**config.mk**
```make
export PLATFORM = sky130hd
export DESIGN_NAME = spi_flash_wb_reader
export DESIGN_NICKNAME = d
export VERILOG_FILES = /design/src/rtl/spi_flash_pkg.sv /design/src/rtl/wb_master_single.sv /design/src/rtl/spi_flash_wb_reader.sv
export SDC_FILE = /design/constraint.sdc
export NUM_CORES = 1
export LEC_CHECK = 0
export CAP_MARGIN = 10
export CORE_MARGIN = 3
export CORE_UTILIZATION = 50
export DETAILED_ROUTE_END_ITERATION = 16
export PLACE_DENSITY = 0.89
export RECOVER_POWER = 50
export SYNTH_ARGS = -nofsm -noshare
export SYNTH_HDL_FRONTEND = slang
export SYNTH_SLANG_ARGS = --single-unit
```
**constraint.sdc**
```tcl
create_clock -name clk -period 2.1 [get_ports clk]
set_clock_uncertainty 0.05 [all_clocks]
set_input_delay 0.42 -clock clk [delete_from_list [all_inputs] [get_ports clk]]
set_output_delay 0.42 -clock clk [all_outputs]
set_load 0.05 [all_outputs]
```
**src/rtl/spi_flash_pkg.sv**
```systemverilog
// Shared types and constants for the SPI flash Wishbone reader.
package spi_flash_pkg;

    typedef enum logic [2:0] {
        IDLE,
        SS_LOW,
        CMD_WR,
        CMD_RD,
        DATA_WR,
        DATA_RD,
        OUT,
        SS_HIGH
    } state_t;

    // Values written to the SPI master's chip-select config register.
    localparam logic [7:0] CFG_SS_ASSERT   = 8'h00;
    localparam logic [7:0] CFG_SS_DEASSERT = 8'h01;
    // Byte shifted out to clock in each read-data byte.
    localparam logic [7:0] DUMMY_BYTE      = 8'h00;

    // Byte sel of a 32-bit flash address (sel=0 is the least significant byte).
    function automatic logic [7:0] addr_byte(input logic [31:0] addr, input logic [1:0] sel);
        return 8'(addr >> {sel, 3'b000});
    endfunction

endpackage

```
**src/rtl/wb_master_single.sv**
```systemverilog
// Issues one Wishbone read or write per start and pulses done with the read data.
// stb drops once accepted, cyc drops on ack; a new start is taken only while
// cyc is low, so a registered start always leaves at least one idle cycle.
module wb_master_single (
    input  logic       clk,
    input  logic       sresetn,
    input  logic       start,
    input  logic       we,
    input  logic [7:0] addr,
    input  logic [7:0] wdata,
    output logic [7:0] rdata,
    output logic       done,
    output logic [7:0] m_wb_addr,
    output logic [7:0] m_wb_dat_m2s,
    input  logic [7:0] m_wb_dat_s2m,
    output logic       m_wb_we,
    output logic       m_wb_sel,
    output logic       m_wb_stb,
    output logic       m_wb_cyc,
    input  logic       m_wb_ack,
    input  logic       m_wb_stall
);

    assign m_wb_sel = 1'b1;

    // Single-transaction handshake; ack outside cyc is ignored.
    always_ff @(posedge clk) begin
        if (!sresetn) begin
            m_wb_cyc     <= 1'b0;
            m_wb_stb     <= 1'b0;
            m_wb_we      <= 1'b0;
            m_wb_addr    <= 8'h00;
            m_wb_dat_m2s <= 8'h00;
            rdata        <= 8'h00;
            done         <= 1'b0;
        end else begin
            done <= 1'b0;
            if (!m_wb_cyc) begin
                if (start) begin
                    m_wb_cyc     <= 1'b1;
                    m_wb_stb     <= 1'b1;
                    m_wb_we      <= we;
                    m_wb_addr    <= addr;
                    m_wb_dat_m2s <= wdata;
                end
            end else begin
                if (m_wb_stb && !m_wb_stall) begin
                    m_wb_stb <= 1'b0;
                end
                if (m_wb_ack) begin
                    m_wb_cyc <= 1'b0;
                    m_wb_stb <= 1'b0;
                    rdata    <= m_wb_dat_s2m;
                    done     <= 1'b1;
                end
            end
        end
    end

endmodule

```
**src/rtl/spi_flash_wb_reader.sv**
```systemverilog
// Reads a byte range from SPI flash through a Wishbone-attached SPI master and
// streams the bytes out on AXI-Stream.
//
// state   | meaning
// --------+---------------------------------------------------------
// IDLE    | ready for a request
// SS_LOW  | write CFG_SS_ASSERT to the config register
// CMD_WR  | write opcode (cmd_cnt=0) or address byte cmd_cnt, MSB first
// CMD_RD  | read back and discard the byte clocked in by CMD_WR
// DATA_WR | write dummy byte to clock in one flash byte
// DATA_RD | read the flash byte into axis_o_tdata
// OUT     | present the byte until the consumer takes it
// SS_HIGH | write CFG_SS_DEASSERT, then back to IDLE
import spi_flash_pkg::*;

module spi_flash_wb_reader #(
    parameter logic [7:0] READ_CMD   = 8'h03,
    parameter int         ADDR_BYTES = 3,
    parameter logic [7:0] CFG_ADDR   = 8'h01,
    parameter logic [7:0] DATA_ADDR  = 8'h02
) (
    input  logic        clk,
    input  logic        sresetn,
    input  logic        req_valid,
    output logic        req_ready,
    input  logic [31:0] req_addr,
    input  logic [15:0] req_len,
    output logic [7:0]  m_wb_addr,
    output logic [7:0]  m_wb_dat_m2s,
    input  logic [7:0]  m_wb_dat_s2m,
    output logic        m_wb_we,
    output logic        m_wb_sel,
    output logic        m_wb_stb,
    output logic        m_wb_cyc,
    input  logic        m_wb_ack,
    input  logic        m_wb_stall,
    input  logic        axis_o_tready,
    output logic        axis_o_tvalid,
    output logic [7:0]  axis_o_tdata,
    output logic        axis_o_tlast
);

    localparam logic [2:0] CMD_LAST = 3'(ADDR_BYTES);

    state_t      state, state_d;
    logic [31:0] addr_q, addr_d;
    logic [15:0] cnt_data, cnt_data_d;
    logic [2:0]  cmd_cnt, cmd_cnt_d;
    logic        launched, launched_d;
    logic        tvalid_d, tlast_d;
    logic [7:0]  tdata_d;

    logic        wb_start, wb_we, wb_done;
    logic [7:0]  wb_addr, wb_wdata, wb_rdata;
    logic        wb_phase;

    // Every state except IDLE and OUT runs exactly one WB transaction.
    assign wb_phase = (state != IDLE) && (state != OUT);

    // Next-state, request handshake and WB command selection.
    always_comb begin
        state_d    = state;
        addr_d     = addr_q;
        cnt_data_d = cnt_data;
        cmd_cnt_d  = cmd_cnt;
        launched_d = launched;
        tvalid_d   = axis_o_tvalid;
        tdata_d    = axis_o_tdata;
        tlast_d    = axis_o_tlast;
        req_ready  = 1'b0;
        wb_start   = 1'b0;
        wb_we      = 1'b0;
        wb_addr    = DATA_ADDR;
        wb_wdata   = DUMMY_BYTE;

        // launched stops a second start for the same state before done arrives.
        if (wb_phase && !launched) begin
            wb_start   = 1'b1;
            launched_d = 1'b1;
        end
        if (wb_done) begin
            launched_d = 1'b0;
        end

        case (state)
            IDLE: begin
                req_ready = 1'b1;
                if (req_valid) begin
                    addr_d     = req_addr;
                    cnt_data_d = req_len;
                    cmd_cnt_d  = 3'd0;
                    state_d    = SS_LOW;
                end
            end
            SS_LOW: begin
                wb_we    = 1'b1;
                wb_addr  = CFG_ADDR;
                wb_wdata = CFG_SS_ASSERT;
                if (wb_done) state_d = CMD_WR;
            end
            CMD_WR: begin
                wb_we    = 1'b1;
                wb_wdata = (cmd_cnt == 3'd0) ? READ_CMD
                                             : addr_byte(addr_q, 2'(CMD_LAST - cmd_cnt));
                if (wb_done) state_d = CMD_RD;
            end
            CMD_RD: begin
                if (wb_done) begin
                    if (cmd_cnt == CMD_LAST) begin
                        state_d = DATA_WR;
                    end else begin
                        cmd_cnt_d = cmd_cnt + 3'd1;
                        state_d   = CMD_WR;
                    end
                end
            end
            DATA_WR: begin
                wb_we = 1'b1;
                if (wb_done) state_d = DATA_RD;
            end
            DATA_RD: begin
                if (wb_done) begin
                    tdata_d  = wb_rdata;
                    tlast_d  = (cnt_data == 16'd0);
                    tvalid_d = 1'b1;
                    state_d  = OUT;
                end
            end
            OUT: begin
                if (axis_o_tready) begin
                    tvalid_d = 1'b0;
                    tlast_d  = 1'b0;
                    if (cnt_data == 16'd0) begin
                        state_d = SS_HIGH;
                    end else begin
                        cnt_data_d = cnt_data - 16'd1;
                        state_d    = DATA_WR;
                    end
                end
            end
            SS_HIGH: begin
                wb_we    = 1'b1;
                wb_addr  = CFG_ADDR;
                wb_wdata = CFG_SS_DEASSERT;
                if (wb_done) state_d = IDLE;
            end
            default: state_d = IDLE;
        endcase
    end

    // State, latched request and AXIS output registers.
    always_ff @(posedge clk) begin
        if (!sresetn) begin
            state         <= IDLE;
            addr_q        <= 32'h0;
            cnt_data      <= 16'h0;
            cmd_cnt       <= 3'd0;
            launched      <= 1'b0;
            axis_o_tvalid <= 1'b0;
            axis_o_tdata  <= 8'h00;
            axis_o_tlast  <= 1'b0;
        end else begin
            state         <= state_d;
            addr_q        <= addr_d;
            cnt_data      <= cnt_data_d;
            cmd_cnt       <= cmd_cnt_d;
            launched      <= launched_d;
            axis_o_tvalid <= tvalid_d;
            axis_o_tdata  <= tdata_d;
            axis_o_tlast  <= tlast_d;
        end
    end

    wb_master_single u_wb (
        .clk          (clk),
        .sresetn      (sresetn),
        .start        (wb_start),
        .we           (wb_we),
        .addr         (wb_addr),
        .wdata        (wb_wdata),
        .rdata        (wb_rdata),
        .done         (wb_done),
        .m_wb_addr    (m_wb_addr),
        .m_wb_dat_m2s (m_wb_dat_m2s),
        .m_wb_dat_s2m (m_wb_dat_s2m),
        .m_wb_we      (m_wb_we),
        .m_wb_sel     (m_wb_sel),
        .m_wb_stb     (m_wb_stb),
        .m_wb_cyc     (m_wb_cyc),
        .m_wb_ack     (m_wb_ack),
        .m_wb_stall   (m_wb_stall)
    );

endmodule

```
==> metrics.txt, run 1 <==
# TYPE chip_impl_metric gauge
chip_impl_metric{name="slew_violations",unit=""} 0
chip_impl_metric{name="crit_buf_inv",unit=""} 1
chip_impl_metric{name="cp_data_required_time",unit="ps"} 1630
chip_impl_metric{name="replace_congestion",unit=""} 0.8311
chip_impl_metric{name="std_cell_rows",unit=""} 32
chip_impl_metric{name="routed_via_density",unit=""} 5.671
chip_impl_metric{name="intPower",unit="µW"} 2501
chip_impl_metric{name="dp_hpwl",unit="µm"} 7362
chip_impl_metric{name="core_region",unit="mm²"} 0.007848
chip_impl_metric{name="die_area",unit="mm²"} 0.009315
chip_impl_metric{name="worst_r2r_setup_slack",unit="ps"} 130
chip_impl_metric{name="syn_inst",unit=""} 494
chip_impl_metric{name="worst-r2r-cell-count",unit=""} 9
chip_impl_info{name="top_layer",value="met4"} 1
chip_impl_metric{name="power.switching",unit="µW"} 1099
chip_impl_metric{name="drt_wl_total",unit="µm"} 10310
chip_impl_metric{name="die_w",unit="µm"} 96.52
chip_impl_metric{name="tightest_slew",unit="ps"} 597.7
chip_impl_metric{name="relSlewSlack",unit=""} 0.6001
chip_impl_metric{name="p_clk_frac",unit=""} 0.299
chip_impl_metric{name="gr-usage-all-layers",unit=""} 0.2311
chip_impl_metric{name="post_drt_wl_per_cell",unit="µm"} 15.07
chip_impl_metric{name="pwr-share-comb",unit=""} 0.198
chip_impl_metric{name="vias",unit=""} 3879
chip_impl_info{name="run_status",value="finished clean"} 1
chip_impl_metric{name="drc_viols",unit=""} 0
chip_impl_metric{name="wl_met2",unit="µm"} 5336
chip_impl_info{name="worst_hold_path_class",value="register to register"} 1
chip_impl_metric{name="floorplan.die.height",unit="µm"} 96.52
chip_impl_metric{name="cts.reportedPaths.clkPinSlew",unit="ps"} 90
chip_impl_metric{name="fin_nets",unit=""} 643
chip_impl_metric{name="syn-cell-area",unit="mm²"} 0.004096
chip_impl_info{name="mostFrequentLayoutCells",value="nand2_1 (113), dfxtp_1 (87), clkdlybuf4s50_1 (83)"} 1
chip_impl_metric{name="seqCellArea",unit="mm²"} 0.001742
chip_impl_metric{name="post-route-period-util",unit=""} 0.9613
chip_impl_metric{name="drt-initial-drc-count",unit=""} 400
chip_impl_metric{name="cp_slowest_stage_delay",unit="ps"} 840
chip_impl_metric{name="portBuffers",unit=""} 85
chip_impl_metric{name="synth.top_cell.area_share",unit=""} 0.4252
chip_impl_metric{name="detailedPlace.worstSlack",unit="ps"} 44.67
chip_impl_info{name="synth-main-ff-cell",value="dfxtp_1"} 1
chip_impl_metric{name="timing.critical_path.depth",unit=""} 1
chip_impl_info{name="end_kind",value="primary output"} 1
chip_impl_metric{name="fillCellCount",unit=""} 615
chip_impl_metric{name="drv.max_cap_violation_count",unit=""} 0
chip_impl_metric{name="share_of_layout_cells_above_drive_strength_1",unit=""} 0.1409
chip_impl_metric{name="setup_viol",unit=""} 0
chip_impl_info{name="cp-startpoint",value="u_wb.m_wb_addr[1]$_SDFFE_PN0P_"} 1
chip_impl_metric{name="totalNegativeSetupSlack",unit="ps"} 0
chip_impl_metric{name="grt_pass1_vias",unit=""} 3701
chip_impl_metric{name="power_frac_seq",unit=""} 0.503
chip_impl_info{name="tritoncts_clock_tree",value="done"} 1
chip_impl_info{name="synth_top_cell_by_area",value="dfxtp_1"} 1
chip_impl_metric{name="diodes",unit=""} 0
chip_impl_metric{name="swShare",unit=""} 0.3052
chip_impl_metric{name="firstDrtPassIters",unit=""} 5
chip_impl_metric{name="synth_edf_count",unit=""} 0
chip_impl_metric{name="dr_wl_met3",unit="µm"} 598
chip_impl_metric{name="synth-seq-cells",unit=""} 87
chip_impl_metric{name="area.growth.synth_to_final",unit="%"} 29.51
chip_impl_metric{name="ys_warn_count",unit=""} 0
chip_impl_info{name="endpoint",value="m_wb_addr[1]"} 1
chip_impl_info{name="critical_path.startpoint_type",value="register"} 1
chip_impl_metric{name="async_reset_ff_frac",unit=""} 0
chip_impl_metric{name="clock_tree.buffer_depth",unit=""} 2
chip_impl_metric{name="synth_area_per_cell",unit="µm²"} 8.292
chip_impl_info{name="layout_commonest_cell",value="nand2_1"} 1
chip_impl_metric{name="max_freq",unit="MHz"} 495.4
chip_impl_metric{name="worstPathArrival",unit="ps"} 1550
chip_impl_metric{name="finalCriticalPeriod",unit="ps"} 2019
chip_impl_metric{name="global_route.overflow_total",unit=""} 0
chip_impl_metric{name="cts_buffers",unit=""} 9
chip_impl_info{name="regToRegEndpoint",value="cnt_data[0]$_SDFFE_PN0P_"} 1
chip_impl_info{name="rsz_0062_raised_after_global_routing",value="false"} 1
chip_impl_metric{name="power-per-cell-area",unit="mW/mm²"} 678.6
chip_impl_info{name="worstReg2RegStart",value="cnt_data[1]$_SDFFE_PN0P_"} 1
chip_impl_metric{name="boundaryPins",unit=""} 93
chip_impl_metric{name="drt-met1-wl",unit="µm"} 4177
chip_impl_metric{name="vdd.ir_drop.worst",unit="V"} 0.0003467
chip_impl_info{name="timing.setup.critical_path_class",value="register to primary output"} 1
chip_impl_metric{name="grt_antenna_before_repair",unit=""} 0
chip_impl_info{name="path_cells",value="clkdlybuf4s50_1"} 1
chip_impl_metric{name="p_leak",unit="µW"} 0.001885
chip_impl_metric{name="cell_variety_after_synth",unit=""} 59
chip_impl_metric{name="grt_pass1_wl",unit="µm"} 16870
chip_impl_metric{name="path_max_fanout",unit=""} 2
chip_impl_metric{name="hold_viol",unit=""} 0
chip_impl_metric{name="clock_sinks",unit=""} 87
chip_impl_metric{name="initial_core_utilization",unit=""} 0.5220
chip_impl_info{name="synth_top_area_cells",value="dfxtp_1 (43%), nand2_1 (10%), a21oi_1 (8.8%)"} 1
chip_impl_metric{name="pin_count_of_the_biggest_net_entering_global_routing",unit=""} 70
chip_impl_metric{name="multiInputGateArea",unit="mm²"} 0.002120
chip_impl_metric{name="cts.htree.levels",unit=""} 3
chip_impl_metric{name="synth-seq-area-share",unit=""} 0.4252
chip_impl_metric{name="final_critical_path_setup_slack",unit="ps"} 81.24
chip_impl_metric{name="route.antenna.remaining_nets",unit=""} 0
chip_impl_info{name="timing.critical_path.max_delay_family",value="buffers and inverters"} 1
chip_impl_metric{name="worstSkewPairLatency",unit="ps"} 360
chip_impl_info{name="root_buffer",value="clkbuf_8"} 1
chip_impl_info{name="critical-path-slowest-cell",value="clkdlybuf4s50_1"} 1
[timing repair]
| item | 4_1_cts | 5_1_grt |
|---|---|---|
| setup buffers | 0 | 0 |
| setup endpoints to repair | 0 | 2 |
| hold buffers | 0 | 0 |
| gates resized for setup | 0 | 2 |
[worst register-to-register path, delay by kind of cell (launching register included)]
family | cells | cell delay, ps
AND/OR/NAND/NOR | 3 | 440
flip-flops | 1 | 330
buffers and inverters | 3 | 450
adder cells (fa/ha/maj) | 1 | 210
AO/OA/AOI/OAI | 2 | 350
[per-layer routing]
layer / vias up / track usage
met5: - / 0
met4: 0 / 0.08411
met3: 22 / 0.05190
met2: 139 / 0.3937
met1: 1842 / 0.2862
li1: 1876 / -
[flip-flops by register name, indices dropped and copies added (netlist names)]
signal and flops:
cmd_cnt 3, axis_o_tlast 1, addr_q 32, u_wb.m_wb_addr 2
axis_o_tdata 8, u_wb.m_wb_cyc 1, axis_o_tvalid 1, u_wb.m_wb_dat_m2s 8
u_wb.m_wb_stb 1, u_wb.m_wb_we 1, launched 1, u_wb.done 1
state 3, u_wb.rdata 8, cnt_data 16
[layout make-up]
class,instances,area share
Multi-Input combinational cell,354,0.3995
Sequential cell,87,0.3283
Timing Repair Buffer,109,0.2028
Tap cell,102,0.02406
Clock buffer,9,0.02335
Inverter,16,0.01132
Clock inverter,7,0.01061
[metrics by stage]
stage | hold slack, ps | utilization | instances | power, µW | cell area (µm²)
floorplan | 382.2 | - | 499 | 2273 | 4120
global placement | 387.9 | 0.6539 | 668 | 2531 | 5131
detailed placement | 395.6 | 0.6539 | 668 | 2557 | 5131
CTS | 408.9 | 0.6768 | 684 | 3611 | 5311
global route | 424.5 | 0.6760 | 684 | 3769 | 5305
finish | 405.2 | 0.6760 | 684 | 3600 | 5305
[Yosys cell counts, types with 2 or more instances]
cell type / instances
o211ai_1: 4
a21oi_1: 72
buf_4: 7
or4b_1: 2
a31o_2: 2
nor3b_1: 3
buf_2: 7
o21ai_0: 7
o2bb2ai_1: 6
mux4_2: 8
a21o_1: 4
nor2b_1: 3
nand2b_1: 4
nand3b_1: 2
o21ai_2: 8
nor3_2: 2
nor4_2: 2
xnor2_1: 2
nand2_1: 113
ha_1: 4
clkbuf_1: 26
o31ai_1: 3
nor2_1: 25
mux2_2: 2
inv_1: 15
a31oi_1: 3
nor3_1: 7
a41oi_1: 2
a21oi_2: 8
nand3_1: 16
dfxtp_1: 87
conb_1: 2
nand4_1: 4
and3_1: 2
or3_1: 2
a211oi_1: 3
o21a_1: 2
nor4_1: 2
[power groups by stage]
stage / clock, µW / sequential, µW / combinational [µW]
after floorplan: 0 / 1860 / 418
after global placement: 0 / 1840 / 690
after detailed placement: 0 / 1850 / 709
after CTS: 1090 / 1810 / 713
after global routing: 1170 / 1820 / 772
final: 1080 / 1810 / 713
[worst min-delay path by stage]
stage	startpoint	slack [ps]	cells past startpoint	to
after CTS	addr_q[20]$_SDFFE_PN0P_	410	2	addr_q[20]$_SDFFE_PN0P_
final	u_wb.rdata[0]$_SDFFE_PN0P_	410	2	axis_o_tdata[0]$_SDFFE_PN0P_
after global placement	addr_q[15]$_SDFFE_PN0P_	390	2	addr_q[15]$_SDFFE_PN0P_
after floorplan	u_wb.rdata[0]$_SDFFE_PN0P_	380	2	axis_o_tdata[0]$_SDFFE_PN0P_
after global routing	u_wb.rdata[0]$_SDFFE_PN0P_	420	2	axis_o_tdata[0]$_SDFFE_PN0P_
after detailed placement	addr_q[20]$_SDFFE_PN0P_	400	2	addr_q[20]$_SDFFE_PN0P_
[cells by family after synthesis]
kind of cell / count (synthesis) / synth area share
buf+inv: 58 / 0.06627
fa+ha+maj: 4 / 0.01222
other cells: 2 / 0.001833
mux: 10 / 0.04948
simple gates: 195 / 0.2230
compound gates: 136 / 0.2178
xor+xnor: 2 / 0.004277
flops: 87 / 0.4252
No activity file was read; power rests on OpenSTA's default activity.
==> inputs of run 2 (changes only) <==
Settings changed: CORE_MARGIN 3 to 5.
==> run 2 against run 1 <==
Global-route usage down 1.9 points; total power up 1.5%; routed wire length up 4.2%; hold slack better by 2.6 ps; die area up 8.5%; clock power up 5%; core utilization down 2.0 points; register-to-register slack worse by 50 ps; critical path depth up 6.
==> metrics.txt, run 2 (synthesized netlist as in run 1, its figures left out) <==
# TYPE chip_impl_metric gauge
chip_impl_metric{name="pin_count_of_the_biggest_net_entering_global_routing",unit=""} 52
chip_impl_metric{name="grt_antenna_before_repair",unit=""} 0
chip_impl_info{name="critical-path-slowest-cell",value="or4b_1"} 1
chip_impl_metric{name="final_critical_path_setup_slack",unit="ps"} 81.38
chip_impl_metric{name="drv.max_cap_violation_count",unit=""} 0
chip_impl_metric{name="cp_slowest_stage_delay",unit="ps"} 580
chip_impl_metric{name="worstPathArrival",unit="ps"} 2230
chip_impl_info{name="regMostFlops",value="addr_q"} 1
chip_impl_metric{name="worst-r2r-cell-count",unit=""} 7
chip_impl_info{name="timing.setup.critical_path_class",value="register to register"} 1
chip_impl_metric{name="drc_viols",unit=""} 0
chip_impl_metric{name="final_util",unit=""} 0.6565
chip_impl_metric{name="grt_pass1_wl",unit="µm"} 17250
chip_impl_metric{name="cts.htree.levels",unit=""} 3
chip_impl_info{name="worst_hold_path_class",value="register to register"} 1
chip_impl_info{name="root_buffer",value="clkbuf_8"} 1
chip_impl_metric{name="drt_wl_total",unit="µm"} 10740
chip_impl_metric{name="area.growth.synth_to_final",unit="%"} 29.69
chip_impl_metric{name="power-per-cell-area",unit="mW/mm²"} 688.1
chip_impl_metric{name="diodes",unit=""} 0
chip_impl_metric{name="max_freq",unit="MHz"} 495.4
chip_impl_info{name="tritoncts_clock_tree",value="done"} 1
chip_impl_metric{name="routed_via_density",unit=""} 5.692
chip_impl_metric{name="power_frac_seq",unit=""} 0.496
chip_impl_metric{name="relSlewSlack",unit=""} 0.5923
chip_impl_metric{name="cp_data_required_time",unit="ps"} 2310
chip_impl_info{name="mostFrequentLayoutCells",value="nand2_1 (113), dfxtp_1 (87), clkdlybuf4s50_1 (82)"} 1
chip_impl_metric{name="p_clk_frac",unit=""} 0.308
chip_impl_metric{name="route.antenna.remaining_nets",unit=""} 0
chip_impl_info{name="run_status",value="finished clean"} 1
chip_impl_info{name="cp-startpoint",value="cnt_data[0]$_SDFFE_PN0P_"} 1
chip_impl_metric{name="floorplan.die.height",unit="µm"} 100.5
chip_impl_metric{name="gr-usage-all-layers",unit=""} 0.2116
chip_impl_metric{name="cts.repair_timing.setup_buffer_count",unit=""} 0
chip_impl_metric{name="postCtsHoldBufs",unit=""} 0
chip_impl_metric{name="detailedPlace.worstSlack",unit="ps"} 39.08
chip_impl_metric{name="die_area",unit="mm²"} 0.01010
chip_impl_info{name="worstReg2RegStart",value="cnt_data[0]$_SDFFE_PN0P_"} 1
chip_impl_info{name="regToRegEndpoint",value="cnt_data[8]$_SDFFE_PN0P_"} 1
chip_impl_metric{name="clock_sinks",unit=""} 87
chip_impl_metric{name="post_drt_wl_per_cell",unit="µm"} 15.66
chip_impl_info{name="endpoint",value="cnt_data[8]$_SDFFE_PN0P_"} 1
chip_impl_info{name="layout_top_registers",value="addr_q (32), cnt_data (16)"} 1
chip_impl_metric{name="swShare",unit=""} 0.3066
chip_impl_metric{name="cts_buffers",unit=""} 9
chip_impl_info{name="path_cells",value="inv_1 -> ha_1 -> or4b_1 -> nor2_2 -> a21oi_1 -> o21ai_2 -> a21oi_2"} 1
chip_impl_metric{name="die_w",unit="µm"} 100.5
chip_impl_metric{name="initial_core_utilization",unit=""} 0.5062
chip_impl_metric{name="totalNegativeSetupSlack",unit="ps"} 0
chip_impl_metric{name="hold_viol",unit=""} 0
chip_impl_info{name="layout_commonest_cell",value="nand2_1"} 1
chip_impl_metric{name="cts.reportedPaths.clkPinSlew",unit="ps"} 90
chip_impl_metric{name="boundaryPins",unit=""} 93
chip_impl_metric{name="portBuffers",unit=""} 85
chip_impl_metric{name="pwr-share-comb",unit=""} 0.195
chip_impl_metric{name="post-route-period-util",unit=""} 0.9612
chip_impl_metric{name="vias",unit=""} 3905
chip_impl_metric{name="intPower",unit="µW"} 2535
chip_impl_metric{name="drt-initial-drc-count",unit=""} 195
chip_impl_metric{name="firstDrtPassIters",unit=""} 4
chip_impl_metric{name="worstSkewPairLatency",unit="ps"} 370
chip_impl_metric{name="dp_hpwl",unit="µm"} 7645
chip_impl_metric{name="share_of_layout_cells_above_drive_strength_1",unit=""} 0.1429
chip_impl_metric{name="std_cell_rows",unit=""} 33
chip_impl_metric{name="worst_r2r_setup_slack",unit="ps"} 80
chip_impl_metric{name="core_region",unit="mm²"} 0.008093
chip_impl_metric{name="grt_pass1_vias",unit=""} 3702
chip_impl_info{name="end_kind",value="register"} 1
chip_impl_metric{name="global_route.overflow_total",unit=""} 0
chip_impl_metric{name="fin_nets",unit=""} 642
chip_impl_info{name="min_from",value="u_wb.m_wb_we$_SDFFE_PN0P_"} 1
chip_impl_metric{name="vdd.ir_drop.worst",unit="V"} 0.0003474
chip_impl_metric{name="clock_tree.buffer_depth",unit=""} 2
chip_impl_metric{name="finalCriticalPeriod",unit="ps"} 2019
chip_impl_metric{name="setup_viol",unit=""} 0
chip_impl_metric{name="slew_violations",unit=""} 0
chip_impl_metric{name="path_max_fanout",unit=""} 4
chip_impl_metric{name="replace_congestion",unit=""} 0.8305
chip_impl_metric{name="power.switching",unit="µW"} 1121
chip_impl_metric{name="tightest_slew",unit="ps"} 609.3
chip_impl_metric{name="largest_register_ffs",unit=""} 32
chip_impl_metric{name="p_leak",unit="µW"} 0.001893
chip_impl_info{name="critical_path.startpoint_type",value="register"} 1
[run 2: cell count changes in the layout (fill, tap and decap cells not counted), sizes merged]
| cell | delta |
|---|---|
| dlygate4sd3 | +1 |
| clkinvlp | -2 |
| buf | -2 |
| inv | +1 |
| clkbuf | +1 |
| nor2 | +1 |
| clkdlybuf4s50 | -1 |
[run 2: per-layer routing]
layer  GRT usage  wire [µm]  up-vias
met5           0          0        -
met4     0.07772        282        0
met3     0.04567        680       30
met2      0.3751       5632      147
met1      0.2504       4145     1854
li1            -          -     1874
[run 2: timing repair]
item	CTS	global route
resized for setup	0	2
setup endpoints to repair	0	3
endpoints found under the hold margin	0	0
[run 2: worst min-delay path by stage]
| stage | endpoint | depth (start not counted) |
|---|---|---|
| floorplan | axis_o_tdata[0]$_SDFFE_PN0P_ | 2 |
| global placement | addr_q[31]$_SDFFE_PN0P_ | 2 |
| detailed placement | addr_q[0]$_SDFFE_PN0P_ | 2 |
| CTS | addr_q[0]$_SDFFE_PN0P_ | 2 |
| global route | axis_o_tdata[3]$_SDFFE_PN0P_ | 2 |
| finish | u_wb.m_wb_we$_SDFFE_PN0P_ | 2 |
[run 2: metrics by stage]
stage	cell area (µm²)	cells	hold WS (ps)	total power, µW
after floorplan	4120	499	382.2	2273
after global placement	5120	669	389.0	2521
after detailed placement	5120	669	397.0	2546
after CTS	5309	685	409.6	3647
after global routing	5313	686	422.0	3798
final	5313	686	407.8	3655
[run 2: power groups by stage]
stage          registers (µW)  clock network [µW]  logic (µW)
6_report                 1810                1130         714
5_1_grt                  1820                1210         768
4_1_cts                  1810                1130         703
3_5_place_dp             1850                   0         697
3_3_place_gp             1840                   0         679
2_1_floorplan            1860                   0         418
[run 2: worst max-delay path: cells and delay by family (launching register included)]
kind	cells	cell delay (ps)
and+or+nand+nor	2	870
adders and majority gates	1	250
DFF	1	320
AOI/OAI and AO/OA	3	340
buffers and inverters	1	80
[run 2: final cells by class]
cell class / instances / area, µm²
clock buffer: 10 / 137.6
clock inverter: 6 / 51.30
fill: 657 / 2780
inverter: 16 / 60.06
multi-input combinational: 355 / 2126
sequential: 87 / 1742
tap: 105 / 131.4
timing repair buffer: 107 / 1065
==> inputs of run 3 (changes only) <==
Settings changed: SLEW_MARGIN from default to 30.
==> results of run 3 <==
Same layout as run 2: the final DEF is identical, and so are final timing and power.
